## config.mk

```make
export PLATFORM = sky130hd
export DESIGN_NAME = uart_tx_arbiter
export DESIGN_NICKNAME = d
export VERILOG_FILES = /design/src/rtl/uart_pkg.sv /design/src/rtl/rr_pick.sv /design/src/rtl/uart_tx_arbiter.sv
export SDC_FILE = /design/constraint.sdc
export NUM_CORES = 1
export LEC_CHECK = 0
export BUFFER_PORTS_ARGS = -buffer_cell sky130_fd_sc_hd__buf_4
export CAP_MARGIN = 20
export CELL_PAD_IN_SITES_DETAIL_PLACEMENT = 1
export CELL_PAD_IN_SITES_GLOBAL_PLACEMENT = 1
export CORE_MARGIN = 8
export CORE_UTILIZATION = 38
export DETAILED_ROUTE_END_ITERATION = 12
export PLACE_DENSITY = 0.79
export SLEW_MARGIN = 15
export SYNTH_ARGS = -nofsm -noshare
export SYNTH_HDL_FRONTEND = slang
export SYNTH_SLANG_ARGS = --single-unit
```

## constraint.sdc

```tcl
create_clock -name clk -period 3.3 [get_ports clk]
set_input_delay 0.33 -clock clk [delete_from_list [all_inputs] [get_ports clk]]
set_output_delay 0.33 -clock clk [all_outputs]
set_load 0.05 [all_outputs]
```

## src/rtl/uart_pkg.sv

```systemverilog
// Constants shared by the UART-side blocks: byte width, grant index width
// and the state encodings of the transmit arbiter FSM.
package uart_pkg;

   localparam int UART_DATA_W = 8;
   localparam int GRANT_W     = 3;

   localparam logic [1:0] ST_IDLE      = 2'd0;
   localparam logic [1:0] ST_ISSUE     = 2'd1;
   localparam logic [1:0] ST_WAIT_BUSY = 2'd2;
   localparam logic [1:0] ST_WAIT_DONE = 2'd3;

endpackage

```

## src/rtl/rr_pick.sv

```systemverilog
// Round-robin picker: finds the first set bit of mask, searching upward from
// ptr+1 with wrap-around. Purely combinational so it can be shared by other
// dispatchers that keep their own pointer.
module rr_pick
   import uart_pkg::*;
#(
   parameter int N_REQ = 4
) (
   input  logic [N_REQ-1:0]   mask,
   input  logic [GRANT_W-1:0] ptr,
   output logic               found,
   output logic [GRANT_W-1:0] index
);

   logic [2*N_REQ-1:0] dbl_shift;
   logic [N_REQ-1:0]   rot;

   // Doubling the mask turns the wrap-around search into a plain shift;
   // rot[k] is the requester at offset k+1 from the pointer.
   assign dbl_shift = {mask, mask} >> (int'(ptr) + 1);
   assign rot       = dbl_shift[N_REQ-1:0];

   // Scan from the far end so the lowest offset is the one left standing.
   always_comb begin
      found = 1'b0;
      index = '0;
      for (int k = N_REQ - 1; k >= 0; k--) begin
         if (rot[k]) begin
            found = 1'b1;
            index = GRANT_W'((int'(ptr) + 1 + k) % N_REQ);
         end
      end
   end

endmodule

```

## src/rtl/uart_tx_arbiter.sv

```systemverilog
// Shares one UART transmitter among N_REQ requesters. Round-robin grant,
// packets are kept atomic by locking onto the owner until its last byte,
// and an abandoned lock is released after LOCK_TO idle cycles.
module uart_tx_arbiter
   import uart_pkg::*;
#(
   parameter int N_REQ   = 4,
   parameter int DATA_W  = UART_DATA_W,
   parameter int LOCK_TO = 1024
) (
   input  logic                    clk,
   input  logic                    rst,
   input  logic [N_REQ-1:0]        req,
   input  logic [N_REQ-1:0]        last,
   input  logic [N_REQ*DATA_W-1:0] req_data,
   output logic [N_REQ-1:0]        ack,
   output logic [DATA_W-1:0]       tx_data,
   output logic                    tx_start,
   input  logic                    tx_ready,
   output logic [GRANT_W-1:0]      grant_id,
   output logic                    locked
);

   localparam int CNT_W = $clog2(LOCK_TO);

   logic [1:0]         state_reg;
   logic [GRANT_W-1:0] ptr_reg;
   logic [GRANT_W-1:0] grant_reg;
   logic [DATA_W-1:0]  tx_data_reg;
   logic [N_REQ-1:0]   ack_reg;
   logic               tx_start_reg;
   logic               last_reg;
   logic               locked_reg;
   logic [CNT_W-1:0]   cnt_reg;

   logic [DATA_W-1:0]  data_arr [N_REQ];
   logic [N_REQ-1:0]   owner_mask;
   logic [N_REQ-1:0]   win_mask;
   logic [N_REQ-1:0]   eligible;
   logic [DATA_W-1:0]  win_data;
   logic               win_last;
   logic               owner_req;
   logic               pick_found;
   logic [GRANT_W-1:0] pick_idx;
   logic               grant_now;

   genvar gi;
   generate
      for (gi = 0; gi < N_REQ; gi++) begin : g_req
         assign data_arr[gi]   = req_data[gi*DATA_W +: DATA_W];
         assign owner_mask[gi] = (grant_reg == GRANT_W'(gi));
         assign win_mask[gi]   = pick_found && (pick_idx == GRANT_W'(gi));
      end
   endgenerate

   // While a packet is open only its owner may compete.
   assign eligible  = locked_reg ? (req & owner_mask) : req;
   assign owner_req = |(req & owner_mask);
   assign win_last  = |(last & win_mask);
   assign grant_now = (state_reg == ST_IDLE) && tx_ready && pick_found;

   rr_pick #(.N_REQ(N_REQ)) u_pick (
      .mask  (eligible),
      .ptr   (ptr_reg),
      .found (pick_found),
      .index (pick_idx)
   );

   // Byte mux for the winning requester.
   always_comb begin
      win_data = '0;
      for (int i = 0; i < N_REQ; i++) begin
         if (win_mask[i]) win_data = data_arr[i];
      end
   end

   // Grant FSM: capture byte on the grant edge, pulse start/ack in ISSUE,
   // then follow tx_ready down and back up before arbitrating again.
   always_ff @(posedge clk or posedge rst) begin
      if (rst) begin
         state_reg    <= ST_IDLE;
         ptr_reg      <= GRANT_W'(N_REQ - 1);
         grant_reg    <= '0;
         tx_data_reg  <= '0;
         ack_reg      <= '0;
         tx_start_reg <= 1'b0;
         last_reg     <= 1'b0;
      end else begin
         ack_reg      <= '0;
         tx_start_reg <= 1'b0;
         case (state_reg)
            ST_IDLE: begin
               if (grant_now) begin
                  tx_data_reg  <= win_data;
                  grant_reg    <= pick_idx;
                  ptr_reg      <= pick_idx;
                  last_reg     <= win_last;
                  ack_reg      <= win_mask;
                  tx_start_reg <= 1'b1;
                  state_reg    <= ST_ISSUE;
               end
            end
            ST_ISSUE:     state_reg <= ST_WAIT_BUSY;
            ST_WAIT_BUSY: if (!tx_ready) state_reg <= ST_WAIT_DONE;
            ST_WAIT_DONE: if (tx_ready) state_reg <= ST_IDLE;
            default:      state_reg <= ST_IDLE;
         endcase
      end
   end

   // Packet lock and abandoned-lock timeout. The pointer is left on the
   // timed-out owner so every other requester is searched ahead of it.
   always_ff @(posedge clk or posedge rst) begin
      if (rst) begin
         locked_reg <= 1'b0;
         cnt_reg    <= '0;
      end else begin
         if (state_reg == ST_ISSUE) begin
            locked_reg <= !last_reg;
         end
         if (state_reg == ST_IDLE && locked_reg && !owner_req) begin
            if (cnt_reg == CNT_W'(LOCK_TO - 1)) begin
               locked_reg <= 1'b0;
               cnt_reg    <= '0;
            end else begin
               cnt_reg <= cnt_reg + 1'b1;
            end
         end else begin
            cnt_reg <= '0;
         end
      end
   end

   assign ack      = ack_reg;
   assign tx_data  = tx_data_reg;
   assign tx_start = tx_start_reg;
   assign grant_id = grant_reg;
   assign locked   = locked_reg;

endmodule

```

==> impl_results.md, run 1 <==
- First-pass GRT wire length: about 9500 um
- Clock Tree Buf Depth: 2
- Worst EP required: 3.46 ns
- Core Box Area: approximately 0.0048 mm^2
- Peak supply drop: ~0.44 mV
- Worst reg2reg path depth: 7
- RSZ-0062 raised after global routing: no
- CP endpoint kind: flip-flop
- Largest net degree at the start of global routing: 32
- CTS buffer count: 5
- Largest register FFs: 10
- Root Buffer: clkbuf_8
- CP Max Fanout: 20
- Area growth syn-to-layout: 29.5%
- R2r startpoint: ptr_reg[0]$_DFFE_PP1P_
- Post-route DRC violation count: 0
- Final setup fails: 0
- N_diodes: 0
- Detail Placement HPWL: between 4000 and 5000 um
- Clk Latency, worst-skew pair: 0.29 ns
- Total Neg Setup Slack: 0 ns
- Io pins: 60
- GP Congestion: ~0.8
- Critical Path Source Type: flip-flop
- Run status: finished clean
- Post-Route WL: around 5700 um
- Reg2Reg Setup Slack: 0.39 ns
- Synth unique cells: 53
- Hold Fails Final Rpt: 0
- ANT nets after route: 0
- Initial antenna violation count: 0
- Worst hold path type: in -> async
- Hold buffer count at cts: 0
- Total iterations of the first detailed-routing run: 4
- GR Overflow Total: 0
- Actual slew at the worst max-slew pin: 0.554 ns
- Critical path cell sequence: mux2_4 > a211o_4 > and3_4 > a211oi_1 > nand2_1 > a221oi_1 > a21oi_1
- CTS clk-pin slew, worst paths: ~0.07 ns
- CP Data Arrival Time: approximately 3.1 ns
- Max cap viols: 0
- Core Rows: 25
- Port Buffers: 58
- P_leak: 0.00113 uW
- Max H-tree Level: 2
- Total setup buffers inserted after CTS: 0
- Syn avg cell area: between 9 and 10 um^2
- Starting Density: around two fifths
- Die Width: 86.7 um
- #FFs+latches synth: 31
- Synthesized net count: 251
- Maximum operating frequency: approximately 0.34 GHz
- Yosys warns: 0
- Drt wl/cell: roughly 17 um
- PD cells: approximately 980 mW/mm^2
- Ys flop type: dfrtp_1
- Fin. max-slew vios: 0
- WP buf/inv: 0
- Share of cells above drive strength 1: about 30%
- Layout Utilization: 51.4%
- Reg2reg end: tx_data[7]$_DFFE_PP0P_
- Worst Clk Skew: 0.00709 ns
- Mapped Area: between 0.0015 and 0.002 mm^2
- Kind of critical path: reg -> reg
- Area occupied by multi-input gates: about 0.0010 mm^2
- Slew HR: a little over three fifths
- Gr usage total: about 16%
- Vias per cell: about 5.4
- FF+latch area: between 700 and 800 um^2
- Slowest library cell on the worst path: dfstp_2
- Asr flop ratio synth: between 90% and 100%
- Cell family with most CP delay: compound AO/OA/AOI/OAI gates
- CTS sink count: 31
- Post-Syn Instances: just over 200
- CTS-repair resized insts: 0
- Final period util: about nine tenths
- Vias: between 1500 and 2000
- Minimum clock period: approximately 2.9 ns
- Die Ht: just under 90 um
- Sequential-to-total area share from yosys stat: approximately two fifths
- Post-synth EDFFs: 0
- Max stage delay on crit path: about 0.76 ns
- Initial drt markers: 46
- Tot Pwr: 2420 uW
- Fillcell total: approximately 570
- Fin nets: slightly above 300
- Die area: 0.00751 mm^2
- CTS tree: built
- Vias in the first global route: 2012
-- logic make-up after synthesis --
family | count (synthesis) | synth area share, %
flip-flops | 31 | 41.0
multiplexers | 6 | 3.49
adder cells (fa/ha/maj) | 5 | 3.30
AND/OR/NAND/NOR | 70 | 19.5
other | 1 | 0.198
AO/OA/AOI/OAI | 62 | 24.2
XOR/XNOR | 7 | 3.23
buffers and inverters | 21 | 5.08
-- worst max path at each step --
stage	start	to	cells past startpoint
2_1_floorplan	grant_id[0]$_DFFE_PP0P_	tx_data[0]$_DFFE_PP0P_	8
3_3_place_gp	ptr_reg[0]$_DFFE_PP1P_	tx_data[7]$_DFFE_PP0P_	7
6_report	ptr_reg[0]$_DFFE_PP1P_	tx_data[7]$_DFFE_PP0P_	7
3_5_place_dp	ptr_reg[0]$_DFFE_PP1P_	tx_data[7]$_DFFE_PP0P_	7
5_1_grt	ptr_reg[0]$_DFFE_PP1P_	tx_data[6]$_DFFE_PP0P_	7
4_1_cts	ptr_reg[0]$_DFFE_PP1P_	tx_data[7]$_DFFE_PP0P_	7
-- Yosys cell counts (5+ instances only) --
library cell | instances | share of area [%]
ha_1 | 5 | 3.3
nand3_1 | 7 | 1.8
nor2_1 | 16 | 3.2
dfrtp_1 | 29 | 38
o211ai_1 | 5 | 2.0
o21ai_0 | 8 | 2.1
and3_1 | 5 | 1.6
a221oi_1 | 9 | 4.2
inv_1 | 8 | 1.6
buf_2 | 5 | 1.3
a21oi_1 | 13 | 3.4
clkbuf_1 | 5 | 0.99
nand2_1 | 21 | 4.2
o22ai_1 | 8 | 2.6
-- cell usage in the layout, fill, tap and decap left out, types with 3 or more instances in the layout --
cell and n:
a21o_1 4, a21oi_1 13, a221oi_1 9, and3_1 5
buf_4 60, clkbuf_8 5, dfrtp_1 29, ha_1 5
inv_1 8, mux2i_1 4, nand2_1 21, nand2b_1 3
nand3_1 7, nor2_1 16, o211ai_1 5, o21ai_0 8
o22ai_1 8, xnor2_1 4, xor2_1 3
-- power breakdown --
group          internal [uW]  switching (uW)
Combinational            530             916
Sequential               514             163
Clock                    146             150
-- metal layers --
| layer | routed length (um) | GRT usage (%) | vias to the layer above |
|---|---|---|---|
| met5 | 0 | 0 | - |
| met4 | 91 | 6.42 | 0 |
| met3 | 554 | 7.28 | 10 |
| met2 | 2530 | 24.4 | 67 |
| met1 | 2510 | 18.6 | 835 |
| li1 | - | - | 854 |
-- tightest hold or removal path: stages --
cell,delay (ns)
buf_4,0.11
inv_1,0.04
buf_4,0.35
-- through the flow --
stage	worst slack [ns]	hold slack, ns	std cells	cell area (um^2)
CTS	0.369	0.133	326	2460
finish	0.390	0.120	326	2460
detailed placement	0.378	0.449	318	2370
floorplan	0.728	0.432	203	1900
global route	0.122	0.160	326	2460
global placement	0.412	0.442	318	2370
-- area by class of cell --
cell class,instances,area share [%]
multi-input combinational,151,41.6
tap,67,3.41
inverter,9,1.37
sequential,31,31.7
timing repair buffer,60,18.3
clock inverter,3,0.814
clock buffer,5,2.80
Note: power is estimated with default switching activity, not from simulation.
==> run 2: changes to the inputs <==
- MAX_ROUTING_LAYER: unset -> met4
- PLACE_DENSITY: 0.79 -> 0.84
==> impl_results.md, run 2 (synthesis results as in run 1) <==
- Run status: finished clean
- Vias per cell: 5.40
- Area growth syn-to-layout: 31.0%
- CP Max Fanout: 20
- Total setup buffers inserted after CTS: 0
- Post-route cell area: ~0.0025 mm^2
- ANT nets after route: 0
- CTS-repair resized insts: 0
- First-pass GRT wire length: approximately 9300 um
- Die area: 0.00751 mm^2
- Total iterations of the first detailed-routing run: 4
- N_diodes: 0
- Most frequent cells in the layout: 60 x buf_4, 29 x dfrtp_1, 21 x nand2_1
- Hold Fails Final Rpt: 0
- Initial drt markers: between 60 and 70
- Die Width: between 80 and 90 um
- Vias in the first global route: 1954
- Drt wl/cell: between 15 and 20 um
- Critical Path Source Type: flip-flop
- Root Buffer: clkbuf_8
- Gr usage total: between 15 and 20%
- CTS clk-pin slew, worst paths: about 0.07 ns
- Fin. max-slew vios: 0
- Max cap viols: 0
- Share of cells above drive strength 1: between 30 and 40%
- Max H-tree Level: 2
- Worst reg2reg path depth: 7
- Die Ht: 86.7 um
- Tot Pwr: between 2000 and 2500 uW
- Peak supply drop: about 0.48 mV
- GP Congestion: 0.840
- Starting Density: between 30% and 40%
- Actual slew at the worst max-slew pin: about 0.56 ns
- Total Neg Setup Slack: 0 ns
- Clock Tree Buf Depth: 2
- PD cells: roughly 1000 mW/mm^2
- Initial antenna violation count: 0
- Final cell count without fillers: about 330
- Core Rows: 25
- Clk Latency, worst-skew pair: approximately 0.27 ns
- Final period util: around 86%
- Slew HR: between 60% and 70%
- Io pins: 60
- Worst Clk Skew: around 0.0037 ns
- GR Overflow Total: 0
- DP Cell Count: 318
- Largest net degree at the start of global routing: 32
- Worst EP required: about 3.5 ns
- Minimum clock period: 2.84 ns
- P_leak: 0.00115 uW
- Worst hold path type: in -> async
- CP endpoint kind: flip-flop
- Port Buffers: 58
- Area after DPL: between 0.002 and 0.0025 mm^2
- Vias: 1760
- CTS buffer count: 5
- CTS sink count: 31
- Fin nets: between 300 and 400
- Reg2Reg Setup Slack: between 0.4 and 0.5 ns
- Post-Route WL: ~5500 um
- RSZ-0062 raised after global routing: no
- Hold buffer count at cts: 0
- Post-route DRC violation count: 0
- Largest register FFs: 10
- CTS tree: built
- CP Data Arrival Time: around 3.0 ns
- Commonest non-fill, non-tap cell in the layout: buf_4
- Final setup fails: 0
- Kind of critical path: reg -> reg
- Core Box Area: roughly 0.0048 mm^2
- Maximum operating frequency: around 0.35 GHz
- Detail Placement HPWL: between 4000 and 5000 um
-- run 2: per-layer routing --
metal / share of wire (%) / global-route usage (%) / vias up / wire, um
met2: 43 / 23.0 / 69 / 2350
met1: 50 / 20.7 / 834 / 2760
met5: 0 / - / - / 0
met3: 7.3 / 6.05 / 2 / 404
li1: - / - / 855 / -
met4: 0.34 / 3.29 / 0 / 19
-- run 2: through the flow --
step | util, % | setup WS (ns) | hold WS, ns
2_1_floorplan | - | 0.728 | 0.432
3_3_place_gp | 49.5 | 0.532 | 0.442
3_5_place_dp | 49.5 | 0.496 | 0.445
4_1_cts | 52.0 | 0.462 | 0.145
5_1_grt | 52.0 | 0.245 | 0.161
6_report | 52.0 | 0.458 | 0.136
-- run 2: report_power, final --
group	leakage [uW]	internal, uW	total [uW]	switching (uW)
Clock	0.0000612	244	386	142
Combinational	0.000697	529	1440	906
Sequential	0.000392	514	674	160
-- run 2: path summary, 6_finish.rpt --
path                                         from                     end
setup / recovery           ptr_reg[0]$_DFFE_PP1P_  tx_data[7]$_DFFE_PP0P_
hold / removal                                rst  tx_data[4]$_DFFE_PP0P_
setup reg to reg           ptr_reg[0]$_DFFE_PP1P_  tx_data[7]$_DFFE_PP0P_
hold reg to reg              cnt_reg[0]$_DFF_PP0_    cnt_reg[0]$_DFF_PP0_
max in group asynchronous                     rst  ptr_reg[0]$_DFFE_PP1P_
min in group clk                      req_data[6]  tx_data[6]$_DFFE_PP0P_
-- run 2: area by class of cell --
class	instances	area, um^2
clock inverter	2	35.0
timing repair buffer	60	450
multi-input combinational	151	1020
fill	569	2300
sequential	31	778
tap	67	83.8
inverter	9	33.8
clock buffer	6	82.6
-- run 2: critical path, stage by stage (launching register included) --
cell and delay [ns]:
dfstp_2 0.75, mux2_4 0.35, a211oi_2 0.32, and2_1 0.25
o21ai_1 0.16, a2111oi_4 0.64, nand2_1 0.15, a21oi_1 0.15
==> run 3: changes to the inputs <==
- ABC_AREA: unset -> 1
- PLACE_DENSITY: 0.84 -> 0.85
==> impl_results.md, run 3 <==
- Sequential-to-total area share from yosys stat: a little under two fifths
- Io pins: 60
- Clock Tree Buf Depth: 2
- Yosys warns: 0
- Synth unique cells: 35
- Final period util: a little over two thirds
- Peak supply drop: between 0.7 and 0.8 mV
- Vias: between 1500 and 2000
- Asr flop ratio synth: 100%
- CP endpoint kind: flip-flop
- Drt wl/cell: around 15 um
- Synth top area cells: dfrtp_1 34%, nand2_1 10%, nand3_2 9.9%, nand3_1 5.0%, nor2_1 4.4%
- Syn avg cell area: 7.97 um^2
- Kind of critical path: reg -> reg
- Post-route DRC violation count: 0
- Hold Fails Final Rpt: 0
- Actual slew at the worst max-slew pin: 0.559 ns
- CTS-repair resized insts: 0
- Worst EP required: around 3.5 ns
- PD cells: ~1200 mW/mm^2
- Int Pwr: roughly 1300 uW
- Starting Density: 39.0%
- Fin nets: between 300 and 400
- Worst hold path type: in -> async
- Tot Pwr: between 3000 and 4000 uW
- Detail Placement HPWL: about 4700 um
- CTS buffer count: 5
- Port Buffers: 58
- Commonest non-fill, non-tap cell in the layout: buf_4
- Synthesized net count: about 310
- Total setup buffers inserted after CTS: 0
- Critical Path Source Type: flip-flop
- GR Overflow Total: 0
- Vias per cell: 4.93
- Area growth syn-to-layout: 25.6%
- Part of the power in the clock network: around 10%
- Clk Latency, worst-skew pair: 0.28 ns
- P_leak: 0.00138 uW
- Core Rows: 27
- N_diodes: 0
- Die Width: 90.7 um
- Most common cell in the netlist: nand2_1
- CP Max Fanout: 15
- Largest net degree at the start of global routing: 32
- Gr usage total: 15.6%
- ANT nets after route: 0
- Largest register FFs: 10
- Max H-tree Level: 2
- Mapped Area: roughly 0.0021 mm^2
- Post-Syn Instances: 266
- Post-synth top area cell: dfrtp_1
- Vias in the first global route: between 2000 and 2500
- Root Buffer: clkbuf_8
- #FFs+latches synth: 31
- Run status: finished clean
- Minimum clock period: around 2.3 ns
- GP Congestion: roughly 0.84
- Post-Route WL: 5900 um
- Share of the synthesized area in the top cell type: about a third
- Core Box Area: between 0.005 and 0.006 mm^2
- CP Data Arrival Time: between 2 and 2.5 ns
- Worst Clk Skew: 0.00491 ns
- CTS clk-pin slew, worst paths: 0.07 ns
- Sw frac: a little under three fifths
- Initial drt markers: 37
- Most frequent cells in the layout: 59 x buf_4, 58 x nand2_1, 29 x dfrtp_1
- Fin. max-slew vios: 0
- Total iterations of the first detailed-routing run: 4
- Share of cells above drive strength 1: roughly a third
- Max cap viols: 0
- First-pass GRT wire length: between 10000 and 15000 um
- RSZ-0062 raised after global routing: no
- Synth top cells by count: 58 x nand2_1, 29 x dfrtp_1, 25 x nor2_1, 24 x inv_1
- Hold buffer count at cts: 0
- Ys flop type: dfrtp_1
- Die Ht: between 90 and 100 um
- Reg power frac: about a fifth
- Fillcell total: between 600 and 700
- Total Neg Setup Slack: 0 ns
- Combinational Power Share: a little over two thirds
- Die area: ~0.0082 mm^2
- Maximum operating frequency: ~0.43 GHz
- CTS tree: built
- CTS sink count: 31
- Initial antenna violation count: 0
- Slew HR: a little over three fifths
- Post-synth EDFFs: 0
- Switching power: between 1500 and 2000 uW
- Final setup fails: 0
[run 3: cell count changes in the layout (fill, tap and decap cells not counted), moves of 14 or more]
cell / previous run / this run
nand3_1: 7 / 21
nand2_1: 21 / 58
nand3_2: 0 / 21
inv_1: 8 / 24
[run 3: power groups by stage]
stage / logic [uW] / clock network [uW] / registers [uW]
detailed placement: 2180 / 0 / 616
global route: 2400 / 324 / 625
finish: 2160 / 302 / 608
floorplan: 1610 / 0 / 820
global placement: 2120 / 0 / 610
CTS: 2200 / 308 / 610
[run 3: critical path, stage by stage, from the launching register on]
cell and delay (ns):
dfstp_2 0.68, inv_4 0.10, nand3_2 0.12, nand2_1 0.09, nand2_1 0.12, nor2_2 0.08, nor2_4 0.29, inv_1 0.36
nand2_1 0.15, a21boi_1 0.16, nand2_1 0.06
[run 3: layout make-up]
cell class                      count  area (um^2)  area share (%)
Inverter                           30          115            4.32
Tap cell                           72         90.1            3.38
Multi-Input combinational cell    197         1150            43.2
Clock buffer                        6         82.6            3.10
Clock inverter                      1         5.00           0.188
Timing Repair Buffer               59          443            16.6
Sequential cell                    31          778            29.2
[run 3: kinds of logic (layout without fill, tap and decap cells)]
logic type,after synthesis,count (layout),synth area share (%)
XOR/XNOR,4,4,1.65
buffers and inverters,38,96,9.09
flip-flops,31,31,36.7
multiplexers,1,1,0.472
adder cells (fa/ha/maj),5,5,2.95
AND/OR/NAND/NOR,158,158,40.7
other,1,1,0.177
AO/OA/AOI/OAI,28,28,8.26
[run 3: per-layer routing]
metal / track usage (%) / wire (um) / up-vias
met1: 18.7 / 2760 / 914
met5: - / 0 / -
met2: 24.4 / 2760 / 47
li1: - / - / 980
met3: 4.16 / 285 / 10
met4: 6.10 / 93 / 0
[run 3: path summary, 6_finish.rpt]
kind	start	to	slack, ns	cells after the start
worst max-delay path	ptr_reg[0]$_DFFE_PP1P_	tx_data[6]$_DFFE_PP0P_	0.99	10
worst min-delay path	rst	tx_data[7]$_DFFE_PP0P_	0.12	3
worst max register to register	ptr_reg[0]$_DFFE_PP1P_	tx_data[6]$_DFFE_PP0P_	0.99	10
worst min register to register	cnt_reg[0]$_DFF_PP0_	cnt_reg[0]$_DFF_PP0_	0.47	1
max in group asynchronous	rst	ptr_reg[0]$_DFFE_PP1P_	2.83	3
min in group clk	req_data[31]	tx_data[7]$_DFFE_PP0P_	0.25	3
[run 3: metrics by stage]
stage / instances / hold WS, ns / worst slack, ns / cell area, um^2 / util, %
2_1_floorplan: 266 / 0.424 / 1.25 / 2120 / -
3_3_place_gp: 389 / 0.438 / 0.978 / 2580 / 47.4
3_5_place_dp: 389 / 0.445 / 0.957 / 2580 / 47.4
4_1_cts: 396 / 0.138 / 0.955 / 2660 / 49.0
5_1_grt: 396 / 0.166 / 0.810 / 2660 / 49.0
6_report: 396 / 0.125 / 0.989 / 2660 / 49.0
